## src/rtl/hazard_scoreboard_if.sv

```systemverilog
// Decode-side bundle for hazard_scoreboard.
// master: decode stage (drives instruction fields and flush).
// slave:  scoreboard (drives stall/issue/forwarding/status).
`ifndef REG_SIZE
`define REG_SIZE 2
`endif
`ifndef REG_NUMS
`define REG_NUMS 4
`endif
`ifndef WORD_SIZE
`define WORD_SIZE 16
`endif

interface hazard_scoreboard_if;
    logic                  id_valid;
    logic [`REG_SIZE-1:0]  id_rs1;
    logic [`REG_SIZE-1:0]  id_rs2;
    logic                  id_rs1_used;
    logic                  id_rs2_used;
    logic [`REG_SIZE-1:0]  id_rd;
    logic                  id_reg_write;
    logic                  id_is_load;
    logic                  flush;

    logic                  stall;
    logic                  issue;
    logic [`REG_NUMS-1:0]  pending_mask;
    logic [1:0]            fwd_sel1;
    logic [1:0]            fwd_sel2;
    logic [`WORD_SIZE-1:0] stall_count;

    modport master (
        output id_valid, id_rs1, id_rs2, id_rs1_used, id_rs2_used,
        output id_rd, id_reg_write, id_is_load, flush,
        input  stall, issue, pending_mask, fwd_sel1, fwd_sel2, stall_count
    );

    modport slave (
        input  id_valid, id_rs1, id_rs2, id_rs1_used, id_rs2_used,
        input  id_rd, id_reg_write, id_is_load, flush,
        output stall, issue, pending_mask, fwd_sel1, fwd_sel2, stall_count
    );
endinterface

```

## src/rtl/hazard_scoreboard.sv

```systemverilog
// hazard_scoreboard: tracks destination registers in the EX/MEM/WB slots and decides
// stall, issue and operand source for the instruction in decode.
// Build option: define HAZARD_FORWARDING_EN to enable EX/MEM/WB forwarding (load-use
// stalls only). Without it, any EX/MEM dependency stalls and fwd_sel is tied to 0.
`ifndef REG_SIZE
`define REG_SIZE 2
`endif
`ifndef REG_NUMS
`define REG_NUMS 4
`endif
`ifndef WORD_SIZE
`define WORD_SIZE 16
`endif

module hazard_scoreboard (
    input  logic               Clk,
    input  logic               Reset,
    hazard_scoreboard_if.slave bus
);
    localparam int unsigned RegSize  = `REG_SIZE;
    localparam int unsigned RegNums  = `REG_NUMS;
    localparam int unsigned WordSize = `WORD_SIZE;

    typedef logic [RegSize-1:0]  reg_t;
    typedef logic [WordSize-1:0] cnt_t;

    typedef struct packed {
        logic v;
        reg_t rd;
        logic ld;
    } slot_t;

    slot_t ex_q, ex_d;
    slot_t mem_q, mem_d;
    slot_t wb_q, wb_d;
    cnt_t  stall_count_q, stall_count_d;

    logic m1_ex, m1_mem, m2_ex, m2_mem;
`ifdef HAZARD_FORWARDING_EN
    logic m1_wb, m2_wb;
`endif
    logic               hazard;
    logic               stall;
    logic               issue;
    logic [1:0]         fwd_sel1;
    logic [1:0]         fwd_sel2;
    logic [RegNums-1:0] pending_mask;

    // WB retires without being read in the stall-only build; ld only matters in EX.
    logic unused_slot_bits;
    assign unused_slot_bits = ^{wb_q, ex_q.ld, mem_q.ld};

    function automatic logic src_match(input logic valid, input logic used,
                                       input reg_t rs, input slot_t s);
        return valid & used & s.v & (s.rd == rs);
    endfunction

    // Compare each used source against every tracked slot.
    always_comb begin
        m1_ex  = src_match(bus.id_valid, bus.id_rs1_used, bus.id_rs1, ex_q);
        m1_mem = src_match(bus.id_valid, bus.id_rs1_used, bus.id_rs1, mem_q);
        m2_ex  = src_match(bus.id_valid, bus.id_rs2_used, bus.id_rs2, ex_q);
        m2_mem = src_match(bus.id_valid, bus.id_rs2_used, bus.id_rs2, mem_q);
`ifdef HAZARD_FORWARDING_EN
        m1_wb  = src_match(bus.id_valid, bus.id_rs1_used, bus.id_rs1, wb_q);
        m2_wb  = src_match(bus.id_valid, bus.id_rs2_used, bus.id_rs2, wb_q);
`endif
    end

    // Hazard, stall/issue decision and operand source selection.
    always_comb begin
        hazard   = 1'b0;
        fwd_sel1 = 2'd0;
        fwd_sel2 = 2'd0;
`ifdef HAZARD_FORWARDING_EN
        // Only a load in EX cannot be bypassed; youngest matching slot wins.
        hazard = (m1_ex | m2_ex) & ex_q.ld;
        if (m1_ex)       fwd_sel1 = 2'd1;
        else if (m1_mem) fwd_sel1 = 2'd2;
        else if (m1_wb)  fwd_sel1 = 2'd3;
        if (m2_ex)       fwd_sel2 = 2'd1;
        else if (m2_mem) fwd_sel2 = 2'd2;
        else if (m2_wb)  fwd_sel2 = 2'd3;
`else
        // WB is readable through the negedge register-file write, so never stalls.
        hazard = m1_ex | m1_mem | m2_ex | m2_mem;
`endif
        // Reset and flush both suppress stall and issue.
        stall = hazard & ~bus.flush & ~Reset;
        issue = bus.id_valid & ~stall & ~bus.flush & ~Reset;
    end

    // One pending bit per register with a valid write in EX or MEM.
    always_comb begin
        pending_mask = '0;
        for (int r = 0; r < RegNums; r++) begin
            if ((ex_q.v && ex_q.rd == reg_t'(r)) || (mem_q.v && mem_q.rd == reg_t'(r))) begin
                pending_mask[r] = 1'b1;
            end
        end
    end

    // Slot shift, EX fill on issue, saturating stall counter.
    always_comb begin
        ex_d = '0;
        if (issue) begin
            ex_d = '{v: bus.id_reg_write, rd: bus.id_rd, ld: bus.id_is_load};
        end
        mem_d = ex_q;
        wb_d  = mem_q;

        stall_count_d = stall_count_q;
        if (stall && (stall_count_q != '1)) begin
            stall_count_d = stall_count_q + cnt_t'(1);
        end
    end

    // State registers with synchronous reset.
    always_ff @(posedge Clk) begin
        if (Reset) begin
            ex_q          <= '0;
            mem_q         <= '0;
            wb_q          <= '0;
            stall_count_q <= '0;
        end else begin
            ex_q          <= ex_d;
            mem_q         <= mem_d;
            wb_q          <= wb_d;
            stall_count_q <= stall_count_d;
        end
    end

    assign bus.stall        = stall;
    assign bus.issue        = issue;
    assign bus.pending_mask = pending_mask;
    assign bus.fwd_sel1     = fwd_sel1;
    assign bus.fwd_sel2     = fwd_sel2;
    assign bus.stall_count  = stall_count_q;
endmodule

```

## src/flat_wrapper.sv

```systemverilog
// flat-port wrapper written by rule: the top's interface ports become plain ports
module hazard_scoreboard_flat 
  (Clk, Reset, bus_id_valid, bus_id_rs1, bus_id_rs2, bus_id_rs1_used, bus_id_rs2_used, bus_id_rd, bus_id_reg_write, bus_id_is_load, bus_flush, bus_stall, bus_issue, bus_pending_mask, bus_fwd_sel1, bus_fwd_sel2, bus_stall_count);
  hazard_scoreboard_if bus_i ();
  input  logic Clk;
  input  logic Reset;
  input wire logic [$bits(bus_i.id_valid)-1:0] bus_id_valid;
  input wire logic [$bits(bus_i.id_rs1)-1:0] bus_id_rs1;
  input wire logic [$bits(bus_i.id_rs2)-1:0] bus_id_rs2;
  input wire logic [$bits(bus_i.id_rs1_used)-1:0] bus_id_rs1_used;
  input wire logic [$bits(bus_i.id_rs2_used)-1:0] bus_id_rs2_used;
  input wire logic [$bits(bus_i.id_rd)-1:0] bus_id_rd;
  input wire logic [$bits(bus_i.id_reg_write)-1:0] bus_id_reg_write;
  input wire logic [$bits(bus_i.id_is_load)-1:0] bus_id_is_load;
  input wire logic [$bits(bus_i.flush)-1:0] bus_flush;
  output wire logic [$bits(bus_i.stall)-1:0] bus_stall;
  output wire logic [$bits(bus_i.issue)-1:0] bus_issue;
  output wire logic [$bits(bus_i.pending_mask)-1:0] bus_pending_mask;
  output wire logic [$bits(bus_i.fwd_sel1)-1:0] bus_fwd_sel1;
  output wire logic [$bits(bus_i.fwd_sel2)-1:0] bus_fwd_sel2;
  output wire logic [$bits(bus_i.stall_count)-1:0] bus_stall_count;
  assign bus_i.id_valid = bus_id_valid;
  assign bus_i.id_rs1 = bus_id_rs1;
  assign bus_i.id_rs2 = bus_id_rs2;
  assign bus_i.id_rs1_used = bus_id_rs1_used;
  assign bus_i.id_rs2_used = bus_id_rs2_used;
  assign bus_i.id_rd = bus_id_rd;
  assign bus_i.id_reg_write = bus_id_reg_write;
  assign bus_i.id_is_load = bus_id_is_load;
  assign bus_i.flush = bus_flush;
  assign bus_stall = bus_i.stall;
  assign bus_issue = bus_i.issue;
  assign bus_pending_mask = bus_i.pending_mask;
  assign bus_fwd_sel1 = bus_i.fwd_sel1;
  assign bus_fwd_sel2 = bus_i.fwd_sel2;
  assign bus_stall_count = bus_i.stall_count;
  hazard_scoreboard u_core (.Clk(Clk), .Reset(Reset), .bus(bus_i));
endmodule
```

## config.mk

```make
export PLATFORM = sky130hd
export DESIGN_NAME = hazard_scoreboard_flat
export DESIGN_NICKNAME = d
export VERILOG_FILES = /design/src/rtl/hazard_scoreboard_if.sv /design/src/rtl/hazard_scoreboard.sv /design/src/flat_wrapper.sv
export SDC_FILE = /design/constraint.sdc
export NUM_CORES = 1
export LEC_CHECK = 0
export ABC_AREA = 1
export BUFFER_PORTS_ARGS = -buffer_cell sky130_fd_sc_hd__buf_2
export CAP_MARGIN = 30
export CORE_UTILIZATION = 52
export DETAILED_ROUTE_END_ITERATION = 6
export HOLD_SLACK_MARGIN = 0.06
export PLACE_DENSITY = 0.9
export SLEW_MARGIN = 10
export SYNTH_ARGS = -nofsm -noshare
export SYNTH_HDL_FRONTEND = slang
export SYNTH_SLANG_ARGS = --single-unit
```

## constraint.sdc

```tcl
create_clock -name Clk -period 1.7 [get_ports Clk]
set_input_delay 0.085 -clock Clk [delete_from_list [all_inputs] [get_ports Clk]]
set_output_delay 0.085 -clock Clk [all_outputs]
set_load 0.01 [all_outputs]
```

* After elaboration in Yosys (flattened, before gate mapping)
Cells that the tools add are included.
** Storage, ports and cells
- Register bits :: 22
- Output and inout port bits :: 26
- Word-level logic and storage cells :: 59
** Cells by class
- Eq/ne operators :: 11
- Multiplexer cells :: 4
- Reduce and logical (&&, ||, !) cells :: 16
- Add/sub/neg operators :: 1
- Bitwise operators :: 22
** Operators with widths (number)
- $add A16 B1 Y16 const B :: 1
- $ne A16 B16 Y1 const B :: 1
- $and A1 B1 Y1 :: 15
- $logic_and A1 B1 Y1 :: 9
- $eq A2 B2 Y1 :: 4
- $eq A2 B2 Y1 const B :: 4
- $eq A2 B1 Y1 const B :: 2
- $logic_not A2 Y1 :: 2
- $logic_or A1 B1 Y1 :: 4
- $mux W1 :: 4
- $not A1 Y1 :: 4
- $or A1 B1 Y1 :: 3
- $reduce_or A2 Y1 :: 1

* Logic depth before layout (Yosys ltp)
- Word-level depth :: 14
- Depth in mapped cells :: 12
- Depth with buffers taken out :: 12

* Least setup slack after synthesis
Ideal clock, no wire load.
- Path type :: register to register
- Start :: register u_core.stall_count_q[1], in the netlist u_core.bus.stall_count[1]
- End :: register u_core.stall_count_q[8], in the netlist u_core.bus.stall_count[8]
- Period minus slack after synthesis :: 1.548 ns
- Arrival time :: 1.482 ns
- Path slack :: 0.152 ns
- Stages on the path, launching flop included :: 11
- Cells stage by stage :: dfxtp_1 -> ha_1 -> nand2_1 -> inv_2 -> nand2_2 -> nor2_4 -> nand4_4 -> nand3_4 -> buf_8 -> nand2_2 -> a21oi_2
** Between the ends
- Longest elaborated chain between the ends :: 2
- Elaborated cells between the ends (all ways) :: 3
** Ends and longest elaborated chain
- start, declared :: line hazard_scoreboard.sv:36 : cnt_t stall_count_q, stall_count_d;
- start signal, assigned :: line hazard_scoreboard.sv:129 : stall_count_q <= stall_count_d;
- parallel branches: the longest is 2 deep, another holds $add A16 B1 Y16
Several ways; the timed one is not identified.
A chain may end at the register's enable or synchronous reset.

* Final worst setup path
- Start :: register u_core.stall_count_q[1], in the netlist u_core.bus.stall_count[1]
- End :: register u_core.stall_count_q[13], in the netlist u_core.bus.stall_count[13]
The elaborated chain is that of the path after synthesis.

==> results.py <==
metrics = {
    "status": {
        "status": "complete, but fails checks",
        "violations": "design-rule violations",
    },
    "worst_setup_path": {
        "crit_path_frequent_cell": "nand2_1",
        "r2r_start": "u_core.bus.stall_count[1]",
        "critPathLaunchType": "register",
        "critPathKind": "reg -> reg",
        "path_max_fanout": 9,
        "crit_chain": "ha_1, nand2_1, inv_2, nand2_2, nor2_4, nand4_4, nand3_2, nand2_1, nand2_1, nor2_1",
        "cp.required_ps": 1930,
        "cpPeakStageDelay_ps": 380,
        "critical_path.startpoint": "u_core.bus.stall_count[1]",
        "slowest_stage": "dfxtp_1",
        "worstPathArrival_ps": 1820,
        "crit_path_end_kind": "register",
        "critical_path_buf_inv_count": 1,
        "cp_top_family": "simple AND/OR/NAND/NOR gates",
    },
    "cells_and_area": {
        "synthToLayoutAreaGrowth_pct": 25.06,
        "drive_above_1_share_pct": 27.18,
        "diodes": 0,
        "finish.utilization_pct": 68.28,
        "finalNonFillerCells": 318,
        "final_nets": 303,
        "final_cell_mix": "nand2_1, nor2_1, buf_2",
        "final_common_cell": "nand2_1",
    },
    "clock_network": {
        "cts.reportedPaths.clkPinSlew_ps": 130,
        "numCtsBuffers": 3,
        "insertion_delay_ps": 320,
        "tritoncts": "done",
        "cts-root-buf": "clkbuf_4",
        "htreeDepth": 1,
        "clockBufferDepth": 2,
        "clkSinkCount": 22,
    },
    "detailed_routing": {
        "drt-pass1-iter-count": 6,
        "viasPerCell": 5.145,
        "postRouteAntennaNets": 0,
        "vias": 1636,
        "wl_per_cell_um": 11.48,
        "routed_wirelength_um": 3651,
        "drt_iter0_drc": 80,
        "drc": 2,
    },
    "place": {
        "port_buffers": 34,
        "dp_hpwl_um": 2506,
        "dp_cells": 306,
        "gp_congestion": 0.8215,
    },
    "floorplan": {
        "die_width_um": 55.58,
        "core_mm2": 0.002734,
        "initial_core_util_pct": 54.60,
        "dieArea_mm2": 0.003089,
        "num_io_pins": 40,
        "die_h_um": 55.58,
        "rows": 19,
    },
    "sta": {
        "hold_violations": 0,
        "skew_ps": 13.17,
        "setup_viol": 0,
        "max_freq_ghz": 0.6285,
        "fin_crit_sh_pct": 93.59,
        "rsz0062_at_grt": "true",
        "finalCriticalPeriod_ps": 1591,
        "maxSlewViolCount": 0,
    },
    "global_routing": {
        "grt_usage_pct": 24.75,
        "grt_pass1_wl_um": 6113,
        "grt_pass1_vias": 1497,
        "antenna_found_initial": 0,
        "overflow": 0,
        "grt_max_degree": 20,
    },
    "hold_path": {
        "worstHoldStart": "bus_id_valid",
        "hp-class": "in -> reg",
    },
    "run": {
        "maxCapViolations": 0,
    },
    "power": {
        "p_per_area_mw_per_mm2": 484.2,
        "power.leakage_uw": 0.0009627,
        "ir_worst_vdd_mv": 0.3692,
    },
    "logic_synthesis": {
        "seq_area_frac_synth_pct": 29.51,
        "netlist_area_mm2": 0.001493,
        "yosysWarnings": 0,
        "synthCells": 238,
        "syn_avg_cell_area_um2": 6.272,
        "yosys_register_bits": 22,
        "synth_cell_types": 26,
    },
}
metal layers:
metal,vias up,wire length (um),GRT usage (%)
met4,0,110,15.71
met1,732,1586,30.69
met5,-,0,0
met2,68,1721,40.45
met3,10,232,3.256
li1,826,-,-
flip-flops by register name, indices dropped and copies added, names as in the netlist:
signal,flops
u_core.bus.stall_count,16
u_core.ex_q,3
u_core.mem_q,3
logic make-up after synthesis:
logic type,share of synthesized area [%]
AND/OR/NAND/NOR,44.68
XOR/XNOR,7.628
adder cells (fa/ha/maj),0.8381
buffers and inverters,11.90
AO/OA/AOI/OAI,5.197
flip-flops,29.51
other,0.2512
per-stage QoR:
| step | setup WS [ps] | instance area (um2) | hold slack [ps] | total power [uW] | TNS [ps] |
|---|---|---|---|---|---|
| after CTS | 26.82 | 1807 | 82.10 | 902.8 | 0 |
| after global routing | -1.931 | 1867 | 156.0 | 940.4 | -1.931 |
| after floorplan | 151.7 | 1504 | 147.4 | 587.4 | 0 |
| final | 108.9 | 1867 | 152.5 | 903.9 | 0 |
| after detailed placement | 117.7 | 1712 | 313.4 | 614.1 | 0 |
| after global placement | 153.5 | 1712 | 301.6 | 612.0 | 0 |
path summary, 6_finish.rpt:
check	slack, ps	end	cells past startpoint
min reg2reg	500	u_core.bus.stall_count[8]	2
max reg2reg	110	u_core.bus.stall_count[13]	10
min	150	u_core.ex_q[2]	4
max	110	u_core.bus.stall_count[13]	10
layout make-up:
cell class | instances | area [um2]
Inverter | 33 | 123.9
Timing Repair Buffer | 48 | 285.3
Sequential cell | 22 | 454.2
Fill cell | 231 | 867.1
Multi-Input combinational cell | 180 | 928.4
Tap cell | 31 | 38.79
Clock buffer | 4 | 36.28
power by group:
part / internal (uW) / leakage [uW] / total [uW] / switching, uW
clock network: 131 / 0.0000210 / 291 / 160
registers: 516 / 0.000181 / 521 / 4.80
logic: 38.9 / 0.000761 / 92.5 / 53.5
total: 686 / 0.000963 / 904 / 218
tightest hold or removal path, cell delays in order:
cell     delay, ps
buf_2          130
nand3_4         60
buf_4          120
nor2_1          40
cell usage after synthesis:
master,number,area [um2]
a21oi_1,5,25.02
a21oi_2,2,17.52
buf_2,1,5.000
buf_4,4,30.03
buf_8,1,15.01
clkbuf_1,1,3.750
conb_1,1,3.750
dfxtp_1,22,440.4
ha_1,1,12.51
inv_1,27,101.4
inv_2,6,22.52
nand2_1,63,236.5
nand2_2,4,25.02
nand2_4,1,11.26
nand3_1,11,55.05
nand3_4,1,17.52
nand4_1,9,56.30
nand4_2,1,12.51
nand4_4,1,21.27
nor2_1,54,202.7
nor2_2,1,6.260
nor2_4,2,22.52
o21ai_0,2,10.01
o22ai_1,4,25.02
xnor2_1,5,43.79
xor2_1,8,70.07
timing repair:
| action | in CTS | in global routing |
|---|---|---|
| endpoints found under the hold margin | 8 | 0 |
| pin swaps | 1 | 3 |
| endpoints found under the setup margin | 2 | 16 |
| setup buffers | 1 | 2 |
| gates cloned | 0 | 1 |
| resized for setup | 5 | 11 |
| hold buffers | 4 | 0 |
No activity file was read; power rests on OpenSTA's default activity.
